File: src/rtl/color_manager_response_encoder_if.sv
// Bundle between the configuration manager, the response encoder and the UART TX FIFO write port.
// The master drives events and the FIFO Full flag; the slave (encoder) drives the FIFO write side.
interface color_manager_response_encoder_if #(
   parameter int UART_DATA_WIDTH           = 8,
   parameter int CONFIG_NOTIFICATION_WIDTH = 4,
   parameter int CONFIG_ERROR_WIDTH        = 4,
   parameter int CONFIG_STATUS_WIDTH       = 8
);
   logic [CONFIG_NOTIFICATION_WIDTH-1:0] Config_Notification;
   logic                                 Config_Notification_Valid;
   logic [CONFIG_ERROR_WIDTH-1:0]        Config_Error;
   logic                                 Error_Valid;
   logic [CONFIG_STATUS_WIDTH-1:0]       Config_Status;
   logic                                 Full;
   logic [UART_DATA_WIDTH-1:0]           TXD_Data;
   logic                                 Wr_En;
   logic                                 Busy;
   logic                                 Drop;

   modport master (
      output Config_Notification, Config_Notification_Valid, Config_Error, Error_Valid,
             Config_Status, Full,
      input  TXD_Data, Wr_En, Busy, Drop
   );

   modport slave (
      input  Config_Notification, Config_Notification_Valid, Config_Error, Error_Valid,
             Config_Status, Full,
      output TXD_Data, Wr_En, Busy, Drop
   );
endinterface

File: src/rtl/color_manager_response_encoder.sv
// Queues config notification/error events and serializes each as a byte frame into the UART TX FIFO.
// Define RESPONSE_CRC_EN to append a third byte (byte0 ^ byte1) to every frame.
module color_manager_response_encoder #(
   parameter int UART_DATA_WIDTH           = 8,
   parameter int CONFIG_NOTIFICATION_WIDTH = 4,
   parameter int CONFIG_ERROR_WIDTH        = 4,
   parameter int CONFIG_STATUS_WIDTH       = 8,
   parameter int EVT_DEPTH                 = 4
) (
   input  logic                            Clk,
   input  logic                            Rst,
   color_manager_response_encoder_if.slave bus
);
   localparam int CW = CONFIG_NOTIFICATION_WIDTH;
   localparam int SW = CONFIG_STATUS_WIDTH;
   localparam int EW = 1 + CW + SW;
   localparam int AW = $clog2(EVT_DEPTH);
   localparam logic [AW:0] DEPTH_C = EVT_DEPTH[AW:0];
   localparam logic [AW:0] ONE_C   = 1;

   typedef enum logic [2:0] {
      IDLE, HDR_GAP, STAT, STAT_GAP
`ifdef RESPONSE_CRC_EN
      , CRC, CRC_GAP
`endif
   } state_t;

   state_t                     state_q;
   logic [EW-1:0]              mem_q [EVT_DEPTH];
   logic [AW-1:0]              wr_ptr_q, rd_ptr_q;
   logic [AW:0]                cnt_q, cnt_d;
   logic [1:0]                 seq_q;
   logic [UART_DATA_WIDTH-1:0] txd_q;
   logic                       wr_en_q, busy_q, drop_q;

   logic                          ev, both, q_full, push, pop, drop_d, start, to_idle, busy_d;
   logic [CONFIG_ERROR_WIDTH-1:0] err_code;
   logic [EW-1:0]                 entry_in, head;
   logic [UART_DATA_WIDTH-1:0]    byte0, byte1;

   assign err_code = bus.Config_Error;
   assign ev       = bus.Error_Valid | bus.Config_Notification_Valid;
   assign both     = bus.Error_Valid & bus.Config_Notification_Valid;
   assign entry_in = bus.Error_Valid ? {1'b1, err_code, bus.Config_Status}
                                     : {1'b0, bus.Config_Notification, bus.Config_Status};
   assign q_full   = (cnt_q == DEPTH_C);

   // The entry leaves the queue only with the last byte of its frame.
`ifdef RESPONSE_CRC_EN
   assign pop = (state_q == CRC) && !bus.Full;
`else
   assign pop = (state_q == STAT) && !bus.Full;
`endif
   assign push   = ev & (!q_full | pop);
   assign drop_d = both | (ev & q_full & !pop);
   assign start  = (cnt_q != '0) && !bus.Full;

   assign head  = mem_q[rd_ptr_q];
   assign byte0 = {1'b1, head[EW-1], seq_q, head[SW +: CW]};
   assign byte1 = head[SW-1:0];

   always_comb begin
      cnt_d = cnt_q;
      if (push && !pop)
         cnt_d = cnt_q + ONE_C;
      else if (!push && pop)
         cnt_d = cnt_q - ONE_C;
   end

   always_comb begin
      to_idle = 1'b0;
      case (state_q)
         IDLE:     to_idle = !start;
`ifdef RESPONSE_CRC_EN
         CRC_GAP:  to_idle = 1'b1;
`else
         STAT_GAP: to_idle = 1'b1;
`endif
         default:  to_idle = 1'b0;
      endcase
      busy_d = !to_idle || (cnt_d != '0);
   end

   always_ff @(posedge Clk) begin
      if (push)
         mem_q[wr_ptr_q] <= entry_in;
   end

   always_ff @(posedge Clk or posedge Rst) begin
      if (Rst) begin
         state_q  <= IDLE;
         wr_ptr_q <= '0;
         rd_ptr_q <= '0;
         cnt_q    <= '0;
         seq_q    <= '0;
         txd_q    <= '0;
         wr_en_q  <= 1'b0;
         busy_q   <= 1'b0;
         drop_q   <= 1'b0;
      end else begin
         if (push)
            wr_ptr_q <= wr_ptr_q + AW'(1);
         if (pop)
            rd_ptr_q <= rd_ptr_q + AW'(1);
         cnt_q   <= cnt_d;
         drop_q  <= drop_d;
         busy_q  <= busy_d;
         wr_en_q <= 1'b0;
         case (state_q)
            IDLE: begin
               if (start) begin
                  wr_en_q <= 1'b1;
                  txd_q   <= byte0;
                  state_q <= HDR_GAP;
               end
            end
            // Full lags a write by one cycle, so every write is followed by a gap.
            HDR_GAP: state_q <= STAT;
            STAT: begin
               if (!bus.Full) begin
                  wr_en_q <= 1'b1;
                  txd_q   <= byte1;
                  state_q <= STAT_GAP;
`ifndef RESPONSE_CRC_EN
                  seq_q   <= seq_q + 2'd1;
`endif
               end
            end
`ifdef RESPONSE_CRC_EN
            STAT_GAP: state_q <= CRC;
            CRC: begin
               if (!bus.Full) begin
                  wr_en_q <= 1'b1;
                  txd_q   <= byte0 ^ byte1;
                  state_q <= CRC_GAP;
                  seq_q   <= seq_q + 2'd1;
               end
            end
            CRC_GAP: state_q <= IDLE;
`else
            STAT_GAP: state_q <= IDLE;
`endif
            default: state_q <= IDLE;
         endcase
      end
   end

   assign bus.TXD_Data = txd_q;
   assign bus.Wr_En    = wr_en_q;
   assign bus.Busy     = busy_q;
   assign bus.Drop     = drop_q;
endmodule

File: src/flat_wrapper.sv
// flat-port wrapper written by rule: the top's interface ports become plain ports
module color_manager_response_encoder_flat 
#(
   parameter int UART_DATA_WIDTH           = 8,
   parameter int CONFIG_NOTIFICATION_WIDTH = 4,
   parameter int CONFIG_ERROR_WIDTH        = 4,
   parameter int CONFIG_STATUS_WIDTH       = 8,
   parameter int EVT_DEPTH                 = 4
)
  (Clk, Rst, bus_Config_Notification, bus_Config_Notification_Valid, bus_Config_Error, bus_Error_Valid, bus_Config_Status, bus_Full, bus_TXD_Data, bus_Wr_En, bus_Busy, bus_Drop);
  color_manager_response_encoder_if #(.UART_DATA_WIDTH(UART_DATA_WIDTH), .CONFIG_NOTIFICATION_WIDTH(CONFIG_NOTIFICATION_WIDTH), .CONFIG_ERROR_WIDTH(CONFIG_ERROR_WIDTH), .CONFIG_STATUS_WIDTH(CONFIG_STATUS_WIDTH)) bus_i ();
  input  logic Clk;
  input  logic Rst;
  input wire logic [$bits(bus_i.Config_Notification)-1:0] bus_Config_Notification;
  input wire logic [$bits(bus_i.Config_Notification_Valid)-1:0] bus_Config_Notification_Valid;
  input wire logic [$bits(bus_i.Config_Error)-1:0] bus_Config_Error;
  input wire logic [$bits(bus_i.Error_Valid)-1:0] bus_Error_Valid;
  input wire logic [$bits(bus_i.Config_Status)-1:0] bus_Config_Status;
  input wire logic [$bits(bus_i.Full)-1:0] bus_Full;
  output wire logic [$bits(bus_i.TXD_Data)-1:0] bus_TXD_Data;
  output wire logic [$bits(bus_i.Wr_En)-1:0] bus_Wr_En;
  output wire logic [$bits(bus_i.Busy)-1:0] bus_Busy;
  output wire logic [$bits(bus_i.Drop)-1:0] bus_Drop;
  assign bus_i.Config_Notification = bus_Config_Notification;
  assign bus_i.Config_Notification_Valid = bus_Config_Notification_Valid;
  assign bus_i.Config_Error = bus_Config_Error;
  assign bus_i.Error_Valid = bus_Error_Valid;
  assign bus_i.Config_Status = bus_Config_Status;
  assign bus_i.Full = bus_Full;
  assign bus_TXD_Data = bus_i.TXD_Data;
  assign bus_Wr_En = bus_i.Wr_En;
  assign bus_Busy = bus_i.Busy;
  assign bus_Drop = bus_i.Drop;
  color_manager_response_encoder #(.UART_DATA_WIDTH(UART_DATA_WIDTH), .CONFIG_NOTIFICATION_WIDTH(CONFIG_NOTIFICATION_WIDTH), .CONFIG_ERROR_WIDTH(CONFIG_ERROR_WIDTH), .CONFIG_STATUS_WIDTH(CONFIG_STATUS_WIDTH), .EVT_DEPTH(EVT_DEPTH)) u_core (.Clk(Clk), .Rst(Rst), .bus(bus_i));
endmodule
File: config.mk
export PLATFORM = sky130hd
export DESIGN_NAME = color_manager_response_encoder_flat
export DESIGN_NICKNAME = d
export VERILOG_FILES = /design/src/rtl/color_manager_response_encoder_if.sv /design/src/rtl/color_manager_response_encoder.sv /design/src/flat_wrapper.sv
export SDC_FILE = /design/constraint.sdc
export NUM_CORES = 1
export LEC_CHECK = 0
export ABC_AREA = 0
export CORE_UTILIZATION = 40
export CTS_BUF_LIST = sky130_fd_sc_hd__clkbuf_16
export DETAILED_ROUTE_END_ITERATION = 10
export PLACE_DENSITY = 0.6
export SLEW_MARGIN = 30
export SYNTH_ARGS = -nofsm -noshare
export SYNTH_HDL_FRONTEND = slang
export SYNTH_SLANG_ARGS = --single-unit
File: constraint.sdc
create_clock -name Clk -period 2.37 [get_ports Clk]
set_input_delay 0.474 -clock Clk [delete_from_list [all_inputs] [get_ports Clk]]
set_output_delay 0.474 -clock Clk [all_outputs]
set_load 0.005 [all_outputs]
==> metrics.md, run 1 <==
| Metric | Value |
|---|---|
| Worst VDD drop | 0.610 mV |
| CP max FO | 6 |
| CP required | 2.56 ns |
| Routed len/inst | 16.0 µm |
| Most frequent cells in the layout | 52 x edfxtp_1, 31 x clkdlybuf4s50_1, 22 x dfrtp_1 |
| Fin. max-slew vios | 0 |
| Die Area | 8190 µm² |
| Clock root buffer | clkbuf_16 |
| Initial Utilization | 0.423 |
| Post-Syn Instances | 189 |
| Die outline height | 90.5 µm |
| Ys async rst share | 0.297 |
| GR Util met3 | 0.0354 |
| Area delta synth->final | 26.8% |
| Vias in the first global route | 1804 |
| Finish-stage setup viols | 0 |
| Die W | 90.5 µm |
| Pwr dens | 1280 nW/µm² |
| Worst Skew | 0.00464 ns |
| Max Root-Sink Buffers | 2 |
| Gr busiest metal | met2 |
| Worst setup EP type | flop |
| Reg2reg setup slack | 0.31 ns |
| Drt first pass iters | 4 |
| Gr usage total | 0.151 |
| H-tree Lvls | 3 |
| Top FF cell, synth | edfxtp_1 |
| Num rows | 31 |
| I/O Pins | 32 |
| Hold Path Origin | u_core.seq_q[1] |
| Clock sink count | 74 |
| IO buf count | 31 |
| Max Clk Rate | 487 MHz |
| Via density per instance | 4.96 |
| Largest net degree at the start of global routing | 23 |
| Post CTS Setup Buffer Count | 0 |
| Filler instances | 614 |
| Synth Register Bits | 74 |
| Cts repair resizes | 0 |
| Hold path depth | 1 |
| EDFF count, synth | 52 |
| Synthesis Warnings | 0 |
| Met2 Usage GRT | 0.227 |
| Final hold violation count | 0 |
| Final core occ | 0.536 |
| Hold-fix buffers, CTS | 0 |
| Netlist cell types | 38 |
| Period Utilization, post-route | 0.867 |
| CTS tree | yes |
| Initial antenna violation count | 0 |
| Critical path type | reg -> reg |
| RSZ-0062 raised after global routing | no |
| FF-to-FF path depth | 6 |
| Routability cong. | 0.745 |
| Worst Hold Path EP | u_core.seq_q[1] |
| Outcome | finished clean |
| Global-route wire length before repair | 9.17 mm |
| Sequential cell area fraction in the yosys report | 0.674 |
| Synthesized cell area | 3130 µm² |
| Setup TNS | 0 ns |
| Mean post-synth cell area | 16.6 µm² |
| Routed vias | 1707 |
| Minimum clock period after layout | 2.06 ns |
| R2r endpoint | u_core.bus.Busy |
| Share of cells above drive strength 1 | 0.208 |
| Area of the core | 7410 µm² |
| First DRT Iteration DRCs | 71 |
| Grt met1 use | 0.206 |
| Syn_nets | 220 |
| Leakage | 1.47 nW |
| WP data arrival | 2.25 ns |
| Worst slew margin | 0.751 |
| CTS Buf Count | 9 |
| Worst r2r src | u_core.state_q[0] |
| Routed wire length | 5.49 mm |
| Antenna Violating Nets Remaining | 0 |
| Crit start category | flop |
| Min-delay worst type | reg -> reg |
| Total gr overflow | 0 |
| Max-cap violations | 0 |
| Layout Nets | 271 |
| Clk Latency, worst-skew pair | 0.32 ns |
| Slew @ Worst Pin | 0.373 ns |
| DRC viols | 0 |
| Clock slew at reported path FFs | 0.06 ns |
| Detailed Place HPWL | 3.67 mm |
| Commonest non-fill, non-tap cell in the layout | edfxtp_1 |
| Antenna diodes | 0 |
power by group:
group,switching [mW],internal [mW],leakage (nW)
clock network,0.481,0.695,0.136
registers,0.199,1.87,0.731
logic,0.850,1.00,0.600
total,1.53,3.57,1.47
synth_stat cells (all sizes together) (2+ instances only):
library cell | n | share of area
nor2b | 2 | 0.0040
o21a | 2 | 0.0052
mux2i | 7 | 0.022
ha | 10 | 0.040
nand2 | 7 | 0.0084
nor2 | 12 | 0.014
edfxtp | 52 | 0.50
mux4 | 13 | 0.093
a21oi | 10 | 0.016
mux2 | 6 | 0.022
dfrtp | 22 | 0.18
o21ai | 2 | 0.0032
xnor2 | 5 | 0.014
nand2b | 2 | 0.0040
o22a | 2 | 0.0056
inv | 9 | 0.011
buf | 6 | 0.011
and2 | 4 | 0.0080
worst max-delay path by stage:
stage / cells after the start / start / slack [ns] / end
global placement: 6 / bus_Error_Valid / 0.06 / u_core.mem_q[1][1]
CTS: 6 / u_core.state_q[0] / 0.33 / u_core.bus.Busy
finish: 6 / u_core.state_q[0] / 0.31 / u_core.bus.Busy
detailed placement: 6 / bus_Full / 0.05 / u_core.bus.Busy
global route: 6 / u_core.state_q[0] / 0.14 / u_core.bus.Busy
floorplan: 6 / u_core.state_q[0] / 0.38 / u_core.mem_q[0][0]
cell type report:
type,instances,area [µm²],share of cell area
flip-flops and latches,74,2110,0.532
multi-input cells,99,947,0.238
repair buffers,47,493,0.124
clock buffers,9,225,0.0567
well taps,99,124,0.0312
clock inverters,7,37.5,0.00945
inverters,9,33.8,0.00850
layer usage:
metal	part of all wire	vias to the layer above
met5	0	-
met4	0.017	0
met3	0.032	8
met2	0.47	34
met1	0.48	843
li1	-	822
registers in the layout, summed over array words and instances (netlist names):
signal               cells
u_core.seq_q             2
u_core.bus.TXD_Data      8
u_core.bus.Busy          1
u_core.mem_q            52
u_core.cnt_q             3
u_core.bus.Wr_En         1
u_core.state_q           2
u_core.bus.Drop          1
u_core.rd_ptr_q          2
u_core.wr_ptr_q          2
critical path: stages (launching register included):
cell,delay (ns)
dfrtp_1,0.40
inv_1,0.09
ha_1,0.28
nand2b_1,0.20
a221oi_1,0.32
a311oi_1,0.10
or4b_1,0.53
per-stage QoR:
stage | instances | hold slack [ns] | cell area (µm²) | power [mW] | setup WS (ns)
after global routing | 344 | 0.521 | 3970 | 5.43 | 0.141
after floorplan | 189 | 0.444 | 3130 | 3.21 | 0.381
after CTS | 344 | 0.489 | 3970 | 5.18 | 0.328
after detailed placement | 328 | 0.482 | 3710 | 3.98 | 0.0524
after global placement | 328 | 0.467 | 3710 | 3.96 | 0.0627
final | 344 | 0.484 | 3970 | 5.10 | 0.315
cells by family after synthesis:
group	synth area share
xor+xnor	0.0140
flops	0.674
mux	0.137
buf+inv	0.0232
compound gates	0.0487
fa+ha+maj	0.0431
simple gates	0.0591
(Power assumes the default switching activity.)
==> run 2, diff against run 1 <==
CORE_MARGIN = 4   (was not set)
==> run 2 against run 1 <==
- cell count grew 0.87%
- critical path type is now in -> reg
- die area grew 14%
- register-to-register slack gained 0.09 ns
==> metrics.md, run 2 (synthesized netlist as in run 1, its figures left out) <==
| Metric | Value |
|---|---|
| Worst slew margin | 0.532 (-0.219) |
| Area of the core | 7690 µm² (+3.8%) |
| Period Utilization, post-route | 0.844 (-0.0231) |
| Die outline height | 96.5 µm (+6.6%) |
| Layout Nets | 271 (unchanged) |
| Worst VDD drop | 0.527 mV (-14%) |
| CTS tree | yes |
| Worst Skew | 0.00469 ns (+0.0000510 ns) |
| Initial Utilization | 0.407 (-0.0153) |
| Max-cap violations | 0 (unchanged) |
| Grt met1 use | 0.177 (-0.0293) |
| Most frequent cells in the layout | 52 x edfxtp_1, 31 x clkdlybuf4s50_1, 22 x dfrtp_1 |
| Largest register FFs | 52 (unchanged) |
| Critical path's top delay family | simple AND/OR/NAND/NOR gates |
| Routed wire length | 5.65 mm (+2.8%) |
| Routed vias | 1711 (+0.23%) |
| CP Cell Sequence | clkdlybuf4s50_1, nand2b_1, a221oi_1, a311oi_1, or4b_1 |
| Clock root buffer | clkbuf_16 |
| Global-route wire length before repair | 9.19 mm (+0.22%) |
| Initial antenna violation count | 0 (unchanged) |
| Antenna diodes | 0 (unchanged) |
| Worst setup EP type | flop |
| Clock slew at reported path FFs | 0.06 ns (about the same) |
| Largest register by flop count | u_core.mem_q |
| Pwr dens | 1330 nW/µm² (+3.4%) |
| Vias in the first global route | 1756 (-2.7%) |
| Die W | 96.5 µm (+6.6%) |
| WP data arrival | 2.19 ns (-0.06 ns) |
| Hold-fix buffers, CTS | 0 (unchanged) |
| CTS Buf Count | 9 (unchanged) |
| NetSw | 1.57 mW (+2.4%) |
| IO buf count | 31 (unchanged) |
| Hold Path Origin | u_core.seq_q[1] |
| Leakage | 1.49 nW (+1.3%) |
| R2r endpoint | u_core.bus.Busy |
| Clock power frac | 0.268 (+0.037) |
| Reg2reg setup slack | 0.40 ns (+0.09 ns) |
| Gr usage total | 0.139 (-0.0118) |
| Drt first pass iters | 4 (unchanged) |
| Minimum clock period after layout | 2.00 ns (-0.0547 ns) |
| Sw Ratio | 0.294 (-0.00643) |
| Clock sink count | 74 (unchanged) |
| Commonest non-fill, non-tap cell in the layout | edfxtp_1 |
| Post CTS Setup Buffer Count | 0 (unchanged) |
| Gate power share | 0.338 (-0.025) |
| P_int | 3.77 mW (+5.6%) |
| Routability cong. | 0.835 (+12%) |
| Max Clk Rate | 500 MHz (+2.7%) |
| Worst Hold Path EP | u_core.seq_q[1] |
| CP max FO | 6 (unchanged) |
| Clk Latency, worst-skew pair | 0.33 ns (about the same) |
| First DRT Iteration DRCs | 57 (-20%) |
| Part of the power in registers | 0.394 (-0.012) |
| Cts repair resizes | 0 (unchanged) |
| Final hold violation count | 0 (unchanged) |
| Critical path type | in -> reg |
| Min-delay worst type | reg -> reg |
| Worst r2r src | u_core.cnt_q[1] |
| GR Util met3 | 0.0310 (-0.00437) |
| Die Area | 9310 µm² (+14%) |
| RSZ-0062 raised after global routing | no |
| Num rows | 32 (+3.2%) |
| FF-to-FF path depth | 6 (unchanged) |
| Total gr overflow | 0 (unchanged) |
| Share of cells above drive strength 1 | 0.216 (+0.00816) |
| Dpl cells | 331 (+0.91%) |
| I/O Pins | 32 (unchanged) |
| Routed len/inst | 16.3 µm (+1.9%) |
| Slew @ Worst Pin | 0.702 ns (+0.329 ns) |
| Slowest stage cell, crit path | or4b_1 |
| H-tree Lvls | 3 (unchanged) |
| CP required | 2.56 ns (about the same) |
| Hold path depth | 1 (unchanged) |
| Worst path bufs/invs | 1 (unchanged) |
| Gr busiest metal | met2 |
| Fin Hold WS | 0.495 ns (+0.0105 ns) |
| Antenna Violating Nets Remaining | 0 (unchanged) |
| Crit-path max cell delay | 0.55 ns (+0.02 ns) |
| Finish-stage setup viols | 0 (unchanged) |
| Setup TNS | 0 ns (unchanged) |
| Largest net degree at the start of global routing | 23 (unchanged) |
| Area delta synth->final | 28.4% |
| Layout Cells excl Fill | 347 (+0.87%) |
| Outcome | finished clean |
| Detailed Place HPWL | 3.75 mm (+2.0%) |
| Via density per instance | 4.93 (-0.63%) |
| Crit start category | input pin |
| Met2 Usage GRT | 0.224 (-0.00308) |
| Fin. max-slew vios | 0 (unchanged) |
| DRC viols | 0 (unchanged) |
| Max Root-Sink Buffers | 2 (unchanged) |
-- run 2: through the flow --
step | instance area, µm² | util | power, mW | setup WS (ns)
3_5_place_dp | 3700 | 0.481 | 3.97 | 0.0662
4_1_cts | 4020 | 0.523 | 5.42 | 0.414
5_1_grt | 4020 | 0.523 | 5.68 | 0.245
3_3_place_gp | 3700 | 0.481 | 3.94 | 0.103
2_1_floorplan | 3130 | - | 3.21 | 0.381
6_report | 4020 | 0.523 | 5.33 | 0.369
-- run 2: final cells by class --
type,count,area [µm²]
Inverter,9,33.8
Timing Repair Buffer,47,480
Clock buffer,9,225
Tap cell,102,128
Clock inverter,7,93.8
Sequential cell,74,2110
Fill cell,657,3670
Multi-Input combinational cell,99,947
-- run 2: power groups by stage --
| stage | registers (mW) | logic [mW] | clock network (mW) |
|---|---|---|---|
| after floorplan | 2.04 | 1.17 | 0 |
| after global placement | 2.12 | 1.83 | 0 |
| after detailed placement | 2.13 | 1.84 | 0 |
| after CTS | 2.11 | 1.84 | 1.47 |
| after global routing | 2.15 | 2.01 | 1.52 |
| final | 2.10 | 1.80 | 1.43 |
-- run 2: how the worst max path moves through the flow --
stage                            startpoint                 end  slack (ns)  depth (start not counted)
after floorplan           u_core.state_q[0]  u_core.mem_q[0][0]        0.38                          6
after global placement             bus_Full     u_core.bus.Busy        0.10                          5
after detailed placement           bus_Full     u_core.bus.Busy        0.07                          5
after CTS                   bus_Error_Valid     u_core.bus.Busy        0.41                          6
after global routing        u_core.cnt_q[0]     u_core.bus.Busy        0.24                          6
final                              bus_Full     u_core.bus.Busy        0.37                          5
-- run 2: per-layer routing --
layer | wire, µm | share of wire | vias up
met1 | 2590 | 0.46 | 841
met3 | 246 | 0.044 | 11
li1 | - | - | 818
met2 | 2670 | 0.47 | 41
met4 | 134 | 0.024 | 0
met5 | 0 | 0 | -
